--- config.mk ---
export PLATFORM = sky130hd
export DESIGN_NAME = game_tick_scheduler
export DESIGN_NICKNAME = d
export VERILOG_FILES = /design/src/rtl/game_tick_scheduler_pkg.sv /design/src/rtl/game_tick_scheduler_key_debouncer.sv /design/src/rtl/game_tick_scheduler.sv
export SDC_FILE = /design/constraint.sdc
export NUM_CORES = 1
export LEC_CHECK = 0
export ABC_AREA = 1
export CAP_MARGIN = 5
export CORE_ASPECT_RATIO = 0.6
export CORE_MARGIN = 1
export CORE_UTILIZATION = 47
export CTS_BUF_LIST = sky130_fd_sc_hd__clkbuf_2 sky130_fd_sc_hd__clkbuf_4 sky130_fd_sc_hd__clkbuf_8
export DETAILED_ROUTE_END_ITERATION = 8
export PLACE_DENSITY_LB_ADDON = 0.1
export SLEW_MARGIN = 25
export SYNTH_ARGS = -nofsm -noshare
export SYNTH_HDL_FRONTEND = slang
export SYNTH_SLANG_ARGS = --single-unit
export TNS_END_PERCENT = 20
--- constraint.sdc ---
create_clock -name clk_50Mhz_in -period 2.3 [get_ports clk_50Mhz_in]
set_input_delay 0.46 -clock clk_50Mhz_in [delete_from_list [all_inputs] [get_ports clk_50Mhz_in]]
set_output_delay 0.46 -clock clk_50Mhz_in [all_outputs]
set_load 0.05 [all_outputs]
--- src/rtl/game_tick_scheduler_pkg.sv ---
// Shared types for the game tick scheduler.
// FSM state encoding and mode values.
package game_tick_scheduler_pkg;

  typedef enum logic [1:0] {
    ST_IDLE = 2'd0,
    ST_TICK = 2'd1,
    ST_BUSY = 2'd2
  } state_t;

  localparam logic MODE_AUTO = 1'b0;
  localparam logic MODE_STEP = 1'b1;

endpackage

--- src/rtl/game_tick_scheduler_key_debouncer.sv ---
// Step-key synchronizer and debouncer.
// Emits one pulse per accepted press.
module key_debouncer #(
  parameter int DEBOUNCE_CYCLES = 1_000_000
) (
  input  logic clk,
  input  logic rst_n,
  input  logic key_n_in,
  output logic press_out
);

  localparam int CW = $clog2(DEBOUNCE_CYCLES + 1);

  logic [1:0]    sync;
  logic          db;
  logic [CW-1:0] cnt;
  logic          stable_hit;

  assign stable_hit = (cnt == CW'(DEBOUNCE_CYCLES - 1));

  // Key is active-low, so idle/released state is 1.
  always_ff @(posedge clk or negedge rst_n) begin
    if (!rst_n) begin
      sync      <= 2'b11;
      db        <= 1'b1;
      cnt       <= '0;
      press_out <= 1'b0;
    end else begin
      sync      <= {sync[0], key_n_in};
      press_out <= 1'b0;
      if (sync[1] == db) begin
        cnt <= '0;
      end else if (stable_hit) begin
        db        <= sync[1];
        cnt       <= '0;
        press_out <= ~sync[1];
      end else begin
        cnt <= cnt + CW'(1);
      end
    end
  end

endmodule

--- src/rtl/game_tick_scheduler.sv ---
// Frame/key driven tick-enable scheduler with
// tick/done handshake, overrun and timeout status.
module game_tick_scheduler
  import game_tick_scheduler_pkg::*;
#(
  parameter int DEBOUNCE_CYCLES = 1_000_000,
  parameter int TIMEOUT_CYCLES  = 833_334,
  parameter int CNT_W           = 16
) (
  input  logic             clk_50Mhz_in,
  input  logic             reset_n_in,
  input  logic             sw1_in,
  input  logic             key_step_in,
  input  logic             frame_sync_in,
  input  logic             logic_done_in,
  input  logic             clear_status_in,
  output logic             tick_out,
  output logic             busy_out,
  output logic             mode_out,
  output logic [CNT_W-1:0] tick_count_out,
  output logic [CNT_W-1:0] overrun_count_out,
  output logic             overrun_out,
  output logic             timeout_out
);

  localparam int TW = $clog2(TIMEOUT_CYCLES + 1);

  state_t        state, state_nx;
  logic [1:0]    sw_sync, fr_sync;
  logic          fr_prev;
  logic          key_press;
  logic          pending;
  logic [TW-1:0] timer;
  logic          frame_evt, evt, mode_chg, drop;
  logic          tmr_hit, timeout_hit;

  key_debouncer #(
    .DEBOUNCE_CYCLES(DEBOUNCE_CYCLES)
  ) u_key (
    .clk      (clk_50Mhz_in),
    .rst_n    (reset_n_in),
    .key_n_in (key_step_in),
    .press_out(key_press)
  );

  assign frame_evt   = fr_sync[1] & ~fr_prev;
  assign evt         = (mode_out == MODE_AUTO) ? frame_evt : key_press;
  assign mode_chg    = (state == ST_IDLE) && (sw_sync[1] != mode_out);
  // The TICK cycle clears pending, so an event there is not a drop.
  assign drop        = evt && pending && !mode_chg && (state != ST_TICK);
  assign tmr_hit     = (timer == TW'(TIMEOUT_CYCLES - 1));
  assign timeout_hit = (state == ST_BUSY) && !logic_done_in && tmr_hit;

  always_comb begin
    state_nx = state;
    tick_out = 1'b0;
    busy_out = 1'b0;
    unique case (state)
      ST_IDLE: if (pending && !mode_chg) state_nx = ST_TICK;
      ST_TICK: begin
        tick_out = 1'b1;
        busy_out = 1'b1;
        state_nx = ST_BUSY;
      end
      ST_BUSY: begin
        busy_out = 1'b1;
        if (logic_done_in || tmr_hit) state_nx = ST_IDLE;
      end
      default: state_nx = ST_IDLE;
    endcase
  end

  always_ff @(posedge clk_50Mhz_in or negedge reset_n_in) begin
    if (!reset_n_in) begin
      state <= ST_IDLE;
    end else begin
      state <= state_nx;
    end
  end

  always_ff @(posedge clk_50Mhz_in or negedge reset_n_in) begin
    if (!reset_n_in) begin
      sw_sync        <= '0;
      fr_sync        <= '0;
      fr_prev        <= 1'b0;
      mode_out       <= MODE_AUTO;
      pending        <= 1'b0;
      timer          <= '0;
      tick_count_out <= '0;
    end else begin
      sw_sync <= {sw_sync[0], sw1_in};
      fr_sync <= {fr_sync[0], frame_sync_in};
      fr_prev <= fr_sync[1];
      if (mode_chg) begin
        mode_out <= sw_sync[1];
        pending  <= 1'b0;
      end else if (evt) begin
        pending <= 1'b1;
      end else if (state == ST_TICK) begin
        pending <= 1'b0;
      end
      if (state == ST_TICK) begin
        timer          <= '0;
        tick_count_out <= tick_count_out + CNT_W'(1);
      end else if (state == ST_BUSY) begin
        timer <= timer + TW'(1);
      end
    end
  end

  always_ff @(posedge clk_50Mhz_in or negedge reset_n_in) begin
    if (!reset_n_in) begin
      overrun_out       <= 1'b0;
      overrun_count_out <= '0;
      timeout_out       <= 1'b0;
    end else begin
      if (drop) begin
        overrun_out <= 1'b1;
        if (clear_status_in)
          overrun_count_out <= CNT_W'(1);
        else if (!(&overrun_count_out))
          overrun_count_out <= overrun_count_out + CNT_W'(1);
      end else if (clear_status_in) begin
        overrun_out       <= 1'b0;
        overrun_count_out <= '0;
      end
      if (timeout_hit)
        timeout_out <= 1'b1;
      else if (clear_status_in)
        timeout_out <= 1'b0;
    end
  end

endmodule

# Word level (Yosys, flattened, before mapping)

Cells that the tools add are included.

Add/subtract/negate cells: 4
Equality and inequality tests: 10
Multiplexer cells: 22
Bitwise logic cells: 4
Reduce and logical (&&, ||, !) cells: 20

Operators with widths:

| operator                                                        | count |
|---|---|
| 20-bit two-way mux                                              | 4 |
| 16-bit two-way mux                                              | 4 |
| 20-bit by 1-bit adder with 20-bit output, second input constant | 2 |
| 20-bit == test, second input constant                           | 2 |
| 16-bit by 1-bit adder with 16-bit output, second input constant | 2 |
| 16-bit AND reduction                                            | 1 |
| 1-bit two-way mux                                               | 11 |
| 1-bit logical AND                                               | 7 |
| 2-bit by 1-bit != test with 1-bit output, second input constant | 3 |
| 2-bit case mux with 3 select lines                              | 1 |
| 2-bit AND reduction                                             | 3 |
| 2-bit nonzero test                                              | 3 |
| 2-bit two-way mux                                               | 2 |
| 1-bit inverter                                                  | 3 |
| 3-bit nonzero test                                              | 1 |
| 2-bit by 1-bit == test with 1-bit output, second input constant | 1 |
| 2-bit == test, second input constant                            | 1 |
| 1-bit zero test                                                 | 2 |
| 2-bit zero test                                                 | 1 |
| 2-bit != test, second input constant                            | 1 |
| 2-bit OR reduction                                              | 1 |
| 1-bit AND                                                       | 1 |
| 1-bit == test                                                   | 1 |
| 1-bit logical OR                                                | 1 |
| 1-bit != test                                                   | 1 |

Flip-flop bits (word level): 87
Output and inout bits: 37

# Logic depth before layout (Yosys ltp)

Depth after elaboration: 8
Depth in mapped cells: 11
Gate-level depth less buffers: 10

# Modules after synthesis

From an unflattened synthesis, not the netlist that was laid out.

Cell total of the unflattened synthesis: 612
Area, all modules: 4728.3 µm²

By module, submodules not included:

| module              | instances | cells an instance | area each (µm²) |
|---|---|---|---|
| game_tick_scheduler | 1         | 444               | 3355.7 |
| key_debouncer       | 1         | 168               | 1372.6 |

# Worst setup path after synthesis

OpenSTA, ideal clock, no wires.

Path type: reg2reg
Start: reg state[1]
End: reg tick_count_out[13]
Setup time: 0.124 ns
Arrival: 1.894 ns
Required time: 2.176 ns
Slack: 0.282 ns
Stages on the path, launching flop included: 10
Buffers on the path: 1
Period minus slack after synthesis: 2.018 ns
Cells stage by stage: dfrtp_1 > inv_1 > ha_1 > buf_2 > inv_1 > nor2_1 > nand2_1 > nor2_1 > nand2_1 > xor2_1

Word-level cells in the longest chain between the ends: 1

Ends and longest elaborated chain:

| element                                  | line                       | RTL |
|---|---|---|
| start: declaration                       | game_tick_scheduler.sv:28  | `state_t state, state_nx;` |
| start signal: assignment                 | game_tick_scheduler.sv:77  | `state <= state_nx;` |
| 2-bit by 1-bit == test with 1-bit output | game_tick_scheduler.sv:102 | `if (state == ST_TICK) begin` |
| end signal: assignment                   | game_tick_scheduler.sv:104 | `tick_count_out <= tick_count_out + CNT_W'(1);` |
| end: declaration                         | game_tick_scheduler.sv:20  | `output logic [CNT_W-1:0] tick_count_out,` |

Every way passes these cells.
A chain may end at the register's enable or synchronous reset.

# Worst setup path after layout

Start: reg overrun_count_out[11]
End: out overrun_count_out[11]

RTL lines:

| element                  | line                       | RTL |
|---|---|---|
| start: declaration       | game_tick_scheduler.sv:21  | `output logic [CNT_W-1:0] overrun_count_out,` |
| start signal: assignment | game_tick_scheduler.sv:122 | `overrun_count_out <= overrun_count_out + CNT_W'(1);` |

No word-level cell between the ends.

==> flow_metrics.py <==
metrics = {
    "critical_path": {
        "r2r_slack_ps": 320,
        "start_kind": "register",
        "cp_num_buf_inv": 1,
        "critPathKind": "reg -> out",
        "max_stage_delay_ps": 850,
        "crit_fanout": 6,
        "end_kind": "output pin",
        "required_ps": 1840,
        "path_delay_family": "buffers and inverters",
        "cp_slowest_cell": "clkdlybuf4s50_1",
        "cp_cell_sequence": "clkdlybuf4s50_1",
        "critical_path_arrival_ps": 1670,
    },
    "route": {
        "drt_iter0_markers": 201,
        "via_count": 3751,
        "ant_nets": 0,
        "wl_mm": 9.27,
        "drc": 0,
        "drt_pass1_iterations": 6,
        "wl_per_cell_um": 11.9,
        "viasPerCell": 4.83,
    },
    "sta": {
        "slew_viol_final": 0,
        "fin_crit_ps": 2130,
        "whs_ps": 21.5,
        "max_slew_margin": 0.662,
        "worst_pin_slew_ps": 505,
        "hold_violations": 0,
        "fin_skew_ps": 8.15,
        "fin_tns_setup_ps": 0,
        "period_share": 0.926,
        "max_freq_mhz": 470,
        "setup_violations": 0,
        "rsz0062_at_grt": "no",
    },
    "hold_path": {
        "hold_path.class": "in -> async",
    },
    "logic_synthesis": {
        "dominantRegCellSynth": "dfrtp_1",
        "yosysUniqueCellTypes": 34,
        "netlist_area_um2": 4540,
        "avgSynthCellArea_um2": 7.72,
        "synth_most_common_cell": "nand2_1",
        "synth.area.top_cells": "dfrtp_1 (46%), nand2_1 (14%), nor2_1 (8.0%), inv_1 (5.7%), xor2_1 (4.8%)",
        "yosysTopAreaCell": "dfrtp_1",
        "syn-num-nets": 605,
        "synth_top_area_frac": 0.463,
        "ys_seq_elements": 87,
        "yosys_warnings": 0,
        "netlist_instances": 589,
        "netlist_top_cells_count": "nand2_1 (171), nor2_1 (97), dfrtp_1 (84)",
        "ys_seq_area_frac": 0.480,
        "synth-edff-count": 0,
        "async_flop_share": 1.00,
    },
    "die": {
        "dieArea_um2": 10100,
        "rows": 27,
        "coreArea_um2": 9290,
        "start_util": 0.489,
        "die_h_um": 78.2,
        "die_w_um": 129,
        "ios": 44,
    },
    "power_and_ir_drop": {
        "power_density_nw_per_um2": 779,
        "leakage_nw": 2.58,
        "irDropWorstVdd_mv": 0.388,
    },
    "global_route": {
        "track_usage": 0.208,
        "grt_max_degree": 35,
        "overflow": 0,
        "grt_antenna_before_repair": 0,
        "grt_pass1_vias": 3402,
        "grt_pass1_wl_mm": 16.3,
    },
    "cells_and_area": {
        "final-seq-area_um2": 2180,
        "antennaDiodeCount": 0,
        "drive_gt1_frac": 0.0634,
        "syn_to_final_growth_pct": 18.8,
        "fillers": 861,
        "finish.net_count": 658,
        "multi_input_area_um2": 2050,
    },
    "clock_network": {
        "cts_hold_buf": 0,
        "cts_buffers": 9,
        "htree_levels": 3,
        "clock-sinks": 87,
        "clock_latency_ps": 360,
        "cts_resized": 0,
        "path_clk_slew_ps": 80,
        "clock-root-buffer": "clkbuf_8",
        "cts_tree": "yes",
        "cts_buffer_depth": 2,
        "cts_setup_buffers": 0,
    },
    "status": {
        "status": "finished, final reports clean",
    },
    "place": {
        "place_congestion": 0.881,
        "hpwl_mm": 6.94,
        "numPortBuffers": 43,
    },
    "job": {
        "drv_cap": 0,
    },
}
path summary, 6_finish.rpt:
check                                 startpoint  cells past startpoint                    end
setup reg to reg                        state[0]                      9              timer[16]
hold / removal                        reset_n_in                      1     tick_count_out[14]
setup / recovery           overrun_count_out[11]                      1  overrun_count_out[11]
max in group asynchronous             reset_n_in                      2      tick_count_out[7]
hold reg to reg                       sw_sync[0]                      0             sw_sync[1]
min in group clk_50Mhz_in             sw_sync[0]                      0             sw_sync[1]
cells in the final DEF (no fill, tap or decap), types with 2 or more instances in the layout:
cell type | netlist | layout
clkdlybuf4s50_1 | 0 | 40
xor2_1 | 25 | 25
nand3b_1 | 2 | 2
buf_12 | 0 | 3
o21ai_0 | 15 | 15
nand3_1 | 34 | 34
inv_2 | 5 | 5
nor3b_1 | 2 | 2
ha_1 | 9 | 9
bufinv_16 | 0 | 2
dfstp_2 | 3 | 3
nor2_1 | 97 | 97
clkbuf_8 | 0 | 10
clkbuf_4 | 0 | 2
nor2_2 | 2 | 2
nor3_2 | 2 | 2
dfrtp_1 | 84 | 84
nor3_1 | 12 | 12
inv_1 | 69 | 69
nand4_1 | 14 | 14
a21oi_1 | 17 | 17
nand2_1 | 171 | 171
buf_4 | 0 | 4
xnor2_1 | 8 | 8
where the power goes:
| group | internal [mW] | switching (mW) | leakage (nW) | total, mW |
|---|---|---|---|---|
| registers | 1.66 | 0.155 | 1.17 | 1.81 |
| clock network | 0.672 | 0.531 | 0.118 | 1.20 |
| logic | 0.416 | 0.772 | 1.29 | 1.19 |
state kept, by name, summed over array words and instances (netlist names):
name	count
timer	20
u_key.cnt	20
overrun_count_out	16
tick_count_out	16
fr_sync	2
state	2
sw_sync	2
u_key.sync	2
fr_prev	1
mode_out	1
overrun_out	1
pending	1
timeout_out	1
u_key.db	1
u_key.press_out	1
layout make-up:
type	count	share of cell area
flip-flops and latches	87	0.404
multi-input cells	422	0.380
repair buffers	47	0.0909
inverters	75	0.0524
well taps	130	0.0301
clock buffers	12	0.0283
clock inverters	4	0.0144
metal layers:
metal | global-route usage | vias up | wire, µm
met3 | 0.0498 | 10 | 370
met2 | 0.295 | 68 | 3640
li1 | - | 1943 | -
met1 | 0.315 | 1730 | 5160
met4 | 0.0565 | 0 | 102
met5 | 0 | - | 0
logic make-up (layout without fill, tap and decap cells):
kind of cell,count (synthesis),count (layout),share of synthesized area
AND/OR/NAND/NOR,343,343,0.320
flip-flops,87,87,0.480
buffers and inverters,80,138,0.0688
AO/OA/AOI/OAI,37,37,0.0427
XOR/XNOR,33,33,0.0636
adder cells (fa/ha/maj),9,9,0.0248
per-stage QoR:
step	util	worst slack (ps)	cell area (µm²)	instances	power (mW)
2_1_floorplan	-	282	4540	589	2.61
3_3_place_gp	0.556	441	5170	761	3.01
3_5_place_dp	0.556	336	5170	761	3.03
4_1_cts	0.581	146	5400	777	4.26
5_1_grt	0.581	82.2	5400	777	4.48
6_report	0.581	170	5400	777	4.20
No activity file was read; power rests on OpenSTA's default activity.
